===== src/rtl/sym_dn_pkg.sv =====
// -----------------------------------------------------------------------------
// sym_dn_pkg
// Shared constants and types for the symmetric information-bottleneck
// decision-node rank LUT (sym_dn_rank_lut) and its address mapper
// (dn_addr_map).
//   PAGE_W : page address width
//   DEPTH  : entries per bank, 2^(PAGE_W+1)
//   Y0_W   : folded first-message magnitude width
//   Y1_W   : second-message width (LSB selects the bank)
//   idx_t  : word index within a bank, {page, offset}
// -----------------------------------------------------------------------------
package sym_dn_pkg;

  localparam int PAGE_W = 6;
  localparam int DEPTH  = 2 ** (PAGE_W + 1);
  localparam int Y0_W   = 3;
  localparam int Y1_W   = 4;

  typedef logic [PAGE_W:0] idx_t;

endpackage : sym_dn_pkg


===== src/rtl/dn_addr_map.sv =====
// -----------------------------------------------------------------------------
// dn_addr_map
// Combinational mapping of a folded message pair (y0, y1) to a bank select
// and a page address inside that bank.
// Ports:
//   y0   in  [Y0_W-1:0]   folded first message magnitude
//   y1   in  [Y1_W-1:0]   second message (already conditionally inverted)
//   bank out 1            bank select, taken from the LSB of y1
//   page out [PAGE_W-1:0] page address {y0, y1[3:1]}
// -----------------------------------------------------------------------------
module dn_addr_map
  import sym_dn_pkg::*;
(
  input  logic [Y0_W-1:0]   y0,
  input  logic [Y1_W-1:0]   y1,
  output logic              bank,
  output logic [PAGE_W-1:0] page
);

  // The y1 LSB splits the symmetric message space across the two banks, so
  // the remaining bits together with y0 form a dense 64-entry page space.
  assign bank = y1[0];
  assign page = {y0, y1[Y1_W-1:1]};

endmodule : dn_addr_map


===== src/rtl/sym_dn_rank_lut.sv =====
// -----------------------------------------------------------------------------
// sym_dn_rank_lut
// Four-read-port, single-write-port 1-bit decision-node LUT. Each read port
// maps (y0, y1, offset) to a bank/word and returns the stored bit one clock
// later. Two 128x1 banks are written together in one cycle.
// Ports:
//   read_clk              in   single clock for reads and writes
//   rst_n                 in   asynchronous active-low reset; clears memory
//                              and output registers
//   y0_in_k     (k=0..3)  in   [2:0] folded first message magnitude
//   y1_in_k     (k=0..3)  in   [3:0] second message
//   page_addr_offset_k    in   page half select for port k
//   lut_data_k  (k=0..3)  out  registered LUT bit for port k
//   lut_in_bank0/1        in   write data for bank 0 / bank 1
//   page_write_addr       in   [5:0] write page address
//   write_addr_offset     in   write page half select
//   we                    in   write enable (both banks)
// Build option:
//   SYM_DN_RANK_WRITE_BYPASS_EN  when defined, a read of the cell being
//   written in the same cycle returns the incoming write data; otherwise
//   it returns the previously stored value.
// -----------------------------------------------------------------------------
module sym_dn_rank_lut #(
  parameter int PORTS  = 4,
  parameter int PAGE_W = 6,
  parameter int DEPTH  = 128
) (
  input  logic              read_clk,
  input  logic              rst_n,
  input  logic [2:0]        y0_in_0,
  input  logic [2:0]        y0_in_1,
  input  logic [2:0]        y0_in_2,
  input  logic [2:0]        y0_in_3,
  input  logic [3:0]        y1_in_0,
  input  logic [3:0]        y1_in_1,
  input  logic [3:0]        y1_in_2,
  input  logic [3:0]        y1_in_3,
  input  logic              page_addr_offset_0,
  input  logic              page_addr_offset_1,
  input  logic              page_addr_offset_2,
  input  logic              page_addr_offset_3,
  output logic              lut_data_0,
  output logic              lut_data_1,
  output logic              lut_data_2,
  output logic              lut_data_3,
  input  logic              lut_in_bank0,
  input  logic              lut_in_bank1,
  input  logic [PAGE_W-1:0] page_write_addr,
  input  logic              write_addr_offset,
  input  logic              we
);

  import sym_dn_pkg::*;

  logic [Y0_W-1:0]   y0     [PORTS];
  logic [Y1_W-1:0]   y1     [PORTS];
  logic              offset [PORTS];
  logic              bank   [PORTS];
  logic [PAGE_W-1:0] page   [PORTS];
  idx_t              rd_idx [PORTS];
  logic [PORTS-1:0]  rd_bit;
  logic [PORTS-1:0]  lut_q;

  logic [DEPTH-1:0]  bank0_mem;
  logic [DEPTH-1:0]  bank1_mem;
  idx_t              wr_idx;

  assign y0[0] = y0_in_0;
  assign y0[1] = y0_in_1;
  assign y0[2] = y0_in_2;
  assign y0[3] = y0_in_3;
  assign y1[0] = y1_in_0;
  assign y1[1] = y1_in_1;
  assign y1[2] = y1_in_2;
  assign y1[3] = y1_in_3;
  assign offset[0] = page_addr_offset_0;
  assign offset[1] = page_addr_offset_1;
  assign offset[2] = page_addr_offset_2;
  assign offset[3] = page_addr_offset_3;

  assign wr_idx = {page_write_addr, write_addr_offset};

  for (genvar k = 0; k < PORTS; k++) begin : g_port
    dn_addr_map u_map (
      .y0   (y0[k]),
      .y1   (y1[k]),
      .bank (bank[k]),
      .page (page[k])
    );
    assign rd_idx[k] = {page[k], offset[k]};
  end

  // Both banks share one write index; reset clears every cell.
  always_ff @(posedge read_clk or negedge rst_n) begin
    if (!rst_n) begin
      bank0_mem <= '0;
      bank1_mem <= '0;
    end else if (we) begin
      bank0_mem[wr_idx] <= lut_in_bank0;
      bank1_mem[wr_idx] <= lut_in_bank1;
    end
  end

  always_comb begin
    rd_bit = '0;
    for (int k = 0; k < PORTS; k++) begin
      rd_bit[k] = bank[k] ? bank1_mem[rd_idx[k]] : bank0_mem[rd_idx[k]];
`ifdef SYM_DN_RANK_WRITE_BYPASS_EN
      // Forward the write data when this port hits the cell being written.
      if (we && (rd_idx[k] == wr_idx))
        rd_bit[k] = bank[k] ? lut_in_bank1 : lut_in_bank0;
`endif
    end
  end

  // ---- read stage -> output register ----
  always_ff @(posedge read_clk or negedge rst_n) begin
    if (!rst_n) lut_q <= '0;
    else        lut_q <= rd_bit;
  end

  assign lut_data_0 = lut_q[0];
  assign lut_data_1 = lut_q[1];
  assign lut_data_2 = lut_q[2];
  assign lut_data_3 = lut_q[3];

endmodule : sym_dn_rank_lut


===== config.mk =====
export PLATFORM = sky130hd
export DESIGN_NAME = sym_dn_rank_lut
export DESIGN_NICKNAME = d
export VERILOG_FILES = /design/src/rtl/sym_dn_pkg.sv /design/src/rtl/dn_addr_map.sv /design/src/rtl/sym_dn_rank_lut.sv
export SDC_FILE = /design/constraint.sdc
export NUM_CORES = 1
export LEC_CHECK = 0
export ABC_AREA = 0
export CORE_AREA = 2 2 212 214
export CTS_BUF_LIST = sky130_fd_sc_hd__clkbuf_8
export DETAILED_ROUTE_END_ITERATION = 16
export DIE_AREA = 0 0 214 216
export HOLD_SLACK_MARGIN = 0.1
export PLACE_DENSITY = 0.69
export SLEW_MARGIN = 20
export SYNTH_ARGS = -nofsm -noshare
export SYNTH_HDL_FRONTEND = slang
export SYNTH_SLANG_ARGS = --single-unit

===== constraint.sdc =====
create_clock -name read_clk -period 2.1 [get_ports read_clk]
set_input_delay 0.525 -clock read_clk [delete_from_list [all_inputs] [get_ports read_clk]]
set_output_delay 0.525 -clock read_clk [all_outputs]
set_load 0.05 [all_outputs]

# --- Yosys cells after proc, flatten, opt, wreduce, memory -nomap -nowiden ---
# Index checks and enable logic that the tools add are counted.
word_totals:
  reg_bits: 260
  inputBits: 44
  output_inout_bits: 4
  word_cells: 34
classes:
  order_cmp: 6
  mux: 24
  n_reduce_logical: 1
op_table:
  columns: ["cell", "n"]
  rows:
  - ["bitwise mux 128 bit", 2]
  - ["binary-select mux 1 bit (select 7 bit)", 8]
  - ["< comparator 7 x 8 -> 1 bit (second input constant)", 5]
  - ["2-to-1 mux 1 bit", 13]
  - ["demux 1 bit (select 7 bit)", 1]
  - ["greater-or-equal comparator 7 x 1 -> 1 bit (second input constant)", 1]
  - ["logical AND 1 bit", 1]

# --- Depth between registers and ports, before layout ---
logic_depth:
  word_depth: 5
  mapped_depth: 10
  mapped_depth_nobuf: 6

# --- Hierarchy ---
# From an unflattened synthesis, not the netlist that was laid out.
hier_totals:
  cells_unflattened: 1540
  hier_area_um2: 19040.8
modules_own_cells:
  columns: ["mod", "n_inst", "cells_each", "area_each_um2", "seq_area_each_um2"]
  rows:
  - ["sym_dn_rank_lut", 1, 1512, 18830.6, 6506.2]
  - ["dn_addr_map", 4, 7, 52.6, 0.0]

# --- Worst setup path before layout ---
# No wires, ideal clock.
synth_path:
  path_type: "input port to flip-flop"
  start: "input page_addr_offset_0"
  end: "register lut_q[0]"
  t_arrival_ps: 2269
  t_required_ps: 1963
  path_slack_ps: -307
  path_stages: 8
  n_path_buf: 2
  path_cell_list: "buf_4 > buf_2 > mux4_2 > a22o_1 > nor4_1 > a311oi_1 > a311oi_1 > a22oi_1"
synth_via:
  elab_chain_len: 3
  elab_cells_between_ends: 5
  classes_between: "mux: 5"
synth_lines:
  columns: ["item", "line_no", "rtl"]
  rows:
  - ["from (decl)", "sym_dn_rank_lut.sv:38", "input logic page_addr_offset_0,"]
  - ["binary-select mux 1 bit (select 7 bit)", "sym_dn_rank_lut.sv:107", "rd_bit[k] = bank[k] ? bank1_mem[rd_idx[k]] : bank0_mem[rd_idx[k]];"]
  - ["2-to-1 mux 1 bit (not written as such)", "sym_dn_rank_lut.sv:107", null]
  - ["2-to-1 mux 1 bit (*)", "sym_dn_rank_lut.sv:107", null]
  - ["named net rd_bit[0]", "sym_dn_rank_lut.sv:61", "logic [PORTS-1:0] rd_bit;"]
  - ["to (signal assigned)", "sym_dn_rank_lut.sv:119", "else lut_q <= rd_bit;"]
  - ["to (decl)", "sym_dn_rank_lut.sv:62", "logic [PORTS-1:0] lut_q;"]
# The timed path passes the listed nets; every way through them passes the cells marked *. The select of a mux whose other input is x is not followed.
# A chain may end at the register's enable or synchronous reset.

# --- Worst setup path in the final report ---
layout_path:
  start: "register bank1_mem[119]"
  end: "register lut_q[0]"
layout_via:
  elab_chain_len: 3
layout_lines:
  columns: ["item", "line_no", "rtl"]
  rows:
  - ["from (decl)", "sym_dn_rank_lut.sv:65", "logic [DEPTH-1:0] bank1_mem;"]
  - ["from (signal, indexed assignment)", "sym_dn_rank_lut.sv:100", "bank1_mem[wr_idx] <= lut_in_bank1;"]
  - ["binary-select mux 1 bit (select 7 bit)", "sym_dn_rank_lut.sv:107", null]
  - ["2-to-1 mux 1 bit (not written as such)", "sym_dn_rank_lut.sv:107", null]
  - ["2-to-1 mux 1 bit", "sym_dn_rank_lut.sv:107", null]
  - ["named net rd_bit[0]", "sym_dn_rank_lut.sv:61", null]
# The timed path passes the listed nets, and every way through them passes these cells. The select of a mux whose other input is x is not followed.

==> metrics.txt <==
FFs w/ async S/R, synth between 90% and 100%; GRT overflow 0; Ys Warns 0; Worst Setup Start Kind flip-flop; synthesized area per cell 12.4 um2; final setup fails 4; largest net degree at the start of global routing a little over 80; crit path DAT between 2 and 3 ns; maxcap violations 0; internal power roughly 10 mW; Clock Path Buffers 3; H-tree levels 2; clk sinks 260; routability cong. about 1.1; Tcrit/Tclk final 107%; IO Count 48; share of layout cells above drive strength 1 about half; most used cell, CP mux4_2; area grow syn2layout 27.1%; final hold violations 0; Critical Path Sink Type flip-flop; reg-to-reg setup timing slack -0.14 ns; NumNets Final 1874; Critical R2R Capture lut_q[0]; Tmin final between 2 and 2.5 ns; Hold Startpoint lut_in_bank0; vias in the first global route between 15000 and 20000; CTS Buf Count 47; dpl cell area between 0.02 and 0.025 mm2; Worst Skew 0.0351 ns; sequential share of power between 30% and 40%; drt drc 0; most common cell after layout, fill and taps aside buf_4; fin cells ~2500; Reg-to-Reg Start bank1_mem[119]; vias per cell 6.65; root buffer cell clkbuf_8; Row Count 77; first-pass GRT wire length about 110000 um; width of the die about 210 um; 1st-pass router iterations 8; GRT Overall Usage between 30 and 40%; Max Freq around 0.45 GHz; Mapped Cells around 1500; Pins Over Slew Limit 0; EDFF count, synth 0; Worst R2R Path Depth 7; pwr dens 634 mW/mm2; Hold Crit Depth 2; #FFs+latches synth 260; biggest cell delay along the critical path 0.56 ns; failing checks setup timing; DR vias between 15000 and 20000; combinational share of power a little under a quarter; post-route setup slack -0.143 ns; Post-DRT Antenna Nets 0; CTS clk-pin slew, worst paths roughly 0.06 ns; net count after synthesis around 1600; design area approximately 0.024 mm2; synth unique cells between 40 and 50; Final Routed Wirelength 72800 um; Synth Flop Type dfrtp_1; Critical-path top delay cell mux4_2; Max VDD drop approximately 390 uV; full die area ~0.046 mm2; Switching Share between 30% and 40%; Post-Syn Area about 0.019 mm2; Core Footprint between 0.04 and 0.05 mm2; IO buf count 47; leakage power roughly 11 nW; Slew headroom about three fifths; hold crit path type input pin to flip-flop; status finished, violations left; antenna violations before repair 5; Setup WS pre-CTS -1.07 ns; most frequent cells in the layout buf_4, mux2_2, dfrtp_1, mux2i_1, mux4_2; Worst-Margin Slew between 0.6 and 0.7 ns; Die H roughly 220 um; Clk pwr share 36.5%; critical path, cell by cell buf_6 -> mux4_2 -> mux4_2 -> mux2i_1 -> nor2_1 -> o21ai_1 -> a22oi_1; dpl cells about 2400; clock latency at the later pin of the worst-skew pair between 0.6 and 0.7 ns; critical path type flip-flop to flip-flop; drt wl/cell slightly below 30 um; Initial DRC Count between 2000 and 2500; Critical Path RT 2.61 ns; initial core utilization a little over two fifths; Sum Neg Setup Slack -0.423 ns; worst-path maximum fanout 4; Hold Path Sink bank0_mem[48]; CTS tree done; half-perimeter wire length after placement between 50000 and 60000 um; RSZ-0062 raised after global routing yes; P_sw 4.67 mW; register area share after synthesis 34.7%
[worst max-delay path by stage]
stage / start / to / slack [ns] / cells after the start
6_report: bank1_mem[119] / lut_q[0] / -0.14 / 7
5_1_grt: bank0_mem[83] / lut_q[2] / -0.19 / 7
4_1_cts: bank0_mem[35] / lut_q[3] / -0.09 / 7
3_5_place_dp: y1_in_3[3] / lut_q[3] / -1.07 / 7
3_3_place_gp: y1_in_3[3] / lut_q[3] / -1.05 / 7
2_1_floorplan: page_addr_offset_0 / lut_q[0] / -0.23 / 7
[cell type report]
cell class,instances,area (um2)
Timing Repair Buffer,404,3660
Clock buffer,62,853
Inverter,5,18.8
Clock inverter,25,225
Fill cell,3649,20000
Multi-Input combinational cell,1112,11800
Antenna cell,3,7.51
Tap cell,592,741
Sequential cell,260,6510
[cells in the mapped netlist (all sizes together), types with 13 or more instances]
| cell | n | area (um2) |
|---|---|---|
| buf | 66 | 427 |
| nand2 | 88 | 330 |
| clkbuf | 66 | 248 |
| a22o | 27 | 236 |
| nor3 | 18 | 90.1 |
| mux2 | 269 | 3030 |
| mux4 | 169 | 3820 |
| a22oi | 19 | 143 |
| a2111oi | 13 | 116 |
| nor2 | 84 | 315 |
| o21ai | 15 | 75.1 |
| nor2b | 17 | 106 |
| mux2i | 204 | 2040 |
| o22ai | 85 | 532 |
| dfrtp | 260 | 6510 |
| nor4 | 28 | 175 |
[kinds of logic (layout without fill, tap and decap cells)]
group	count (synthesis)	count (layout)	share of synthesized area, %
multiplexers	642	642	47.4
AND/OR/NAND/NOR	285	285	7.22
flip-flops	260	260	34.7
AO/OA/AOI/OAI	185	185	6.96
buffers and inverters	137	496	3.70
other	0	3	0
[routing by layer]
metal | routed length, um | part of all wire (%) | track usage [%] | vias to the layer above
met3 | 8440 | 12 | 9.58 | 319
li1 | - | - | - | 6631
met1 | 27600 | 38 | 40.1 | 8267
met2 | 32200 | 44 | 47.5 | 1163
met5 | 46 | 0.063 | 0 | -
met4 | 4540 | 6.2 | 17.3 | 6
[power by group through the flow]
stage	Combinational (mW)	Clock, mW	Sequential (mW)
floorplan	1.94	0	5.86
global placement	3.32	0	6.05
detailed placement	3.39	0	6.08
CTS	3.46	5.60	6.00
global route	3.71	5.84	6.07
finish	3.57	5.52	6.03
[registers in the layout, summed over array words and instances, names as in the netlist]
name and count:
bank0_mem 128, bank1_mem 128, lut_q 4
[worst max-delay path, delay by kind of cell, from the launching register on]
family | cells | cell delay [ns]
muxes | 3 | 1.20
DFF | 1 | 0.43
and+or+nand+nor | 1 | 0.06
AOI/OAI and AO/OA | 2 | 0.27
buffers and inverters | 1 | 0.14
[timing repair]
item | CTS | global route
endpoints found under the hold margin | 46 | 0
hold buffers | 1 | 0
setup buffers | 3 | 0
pin swaps | 11 | 4
gates resized for setup | 46 | 23
setup endpoints to repair | 7 | 19
[through the flow]
stage | util (%) | power, mW | hold WS (ns)
4_1_cts | 54.2 | 15.1 | 0.172
6_report | 54.4 | 15.1 | 0.205
3_5_place_dp | 51.2 | 9.47 | 0.529
3_3_place_gp | 51.2 | 9.37 | 0.513
5_1_grt | 54.4 | 15.6 | 0.202
2_1_floorplan | - | 7.81 | 0.229
No activity file was read; power rests on OpenSTA's default activity.
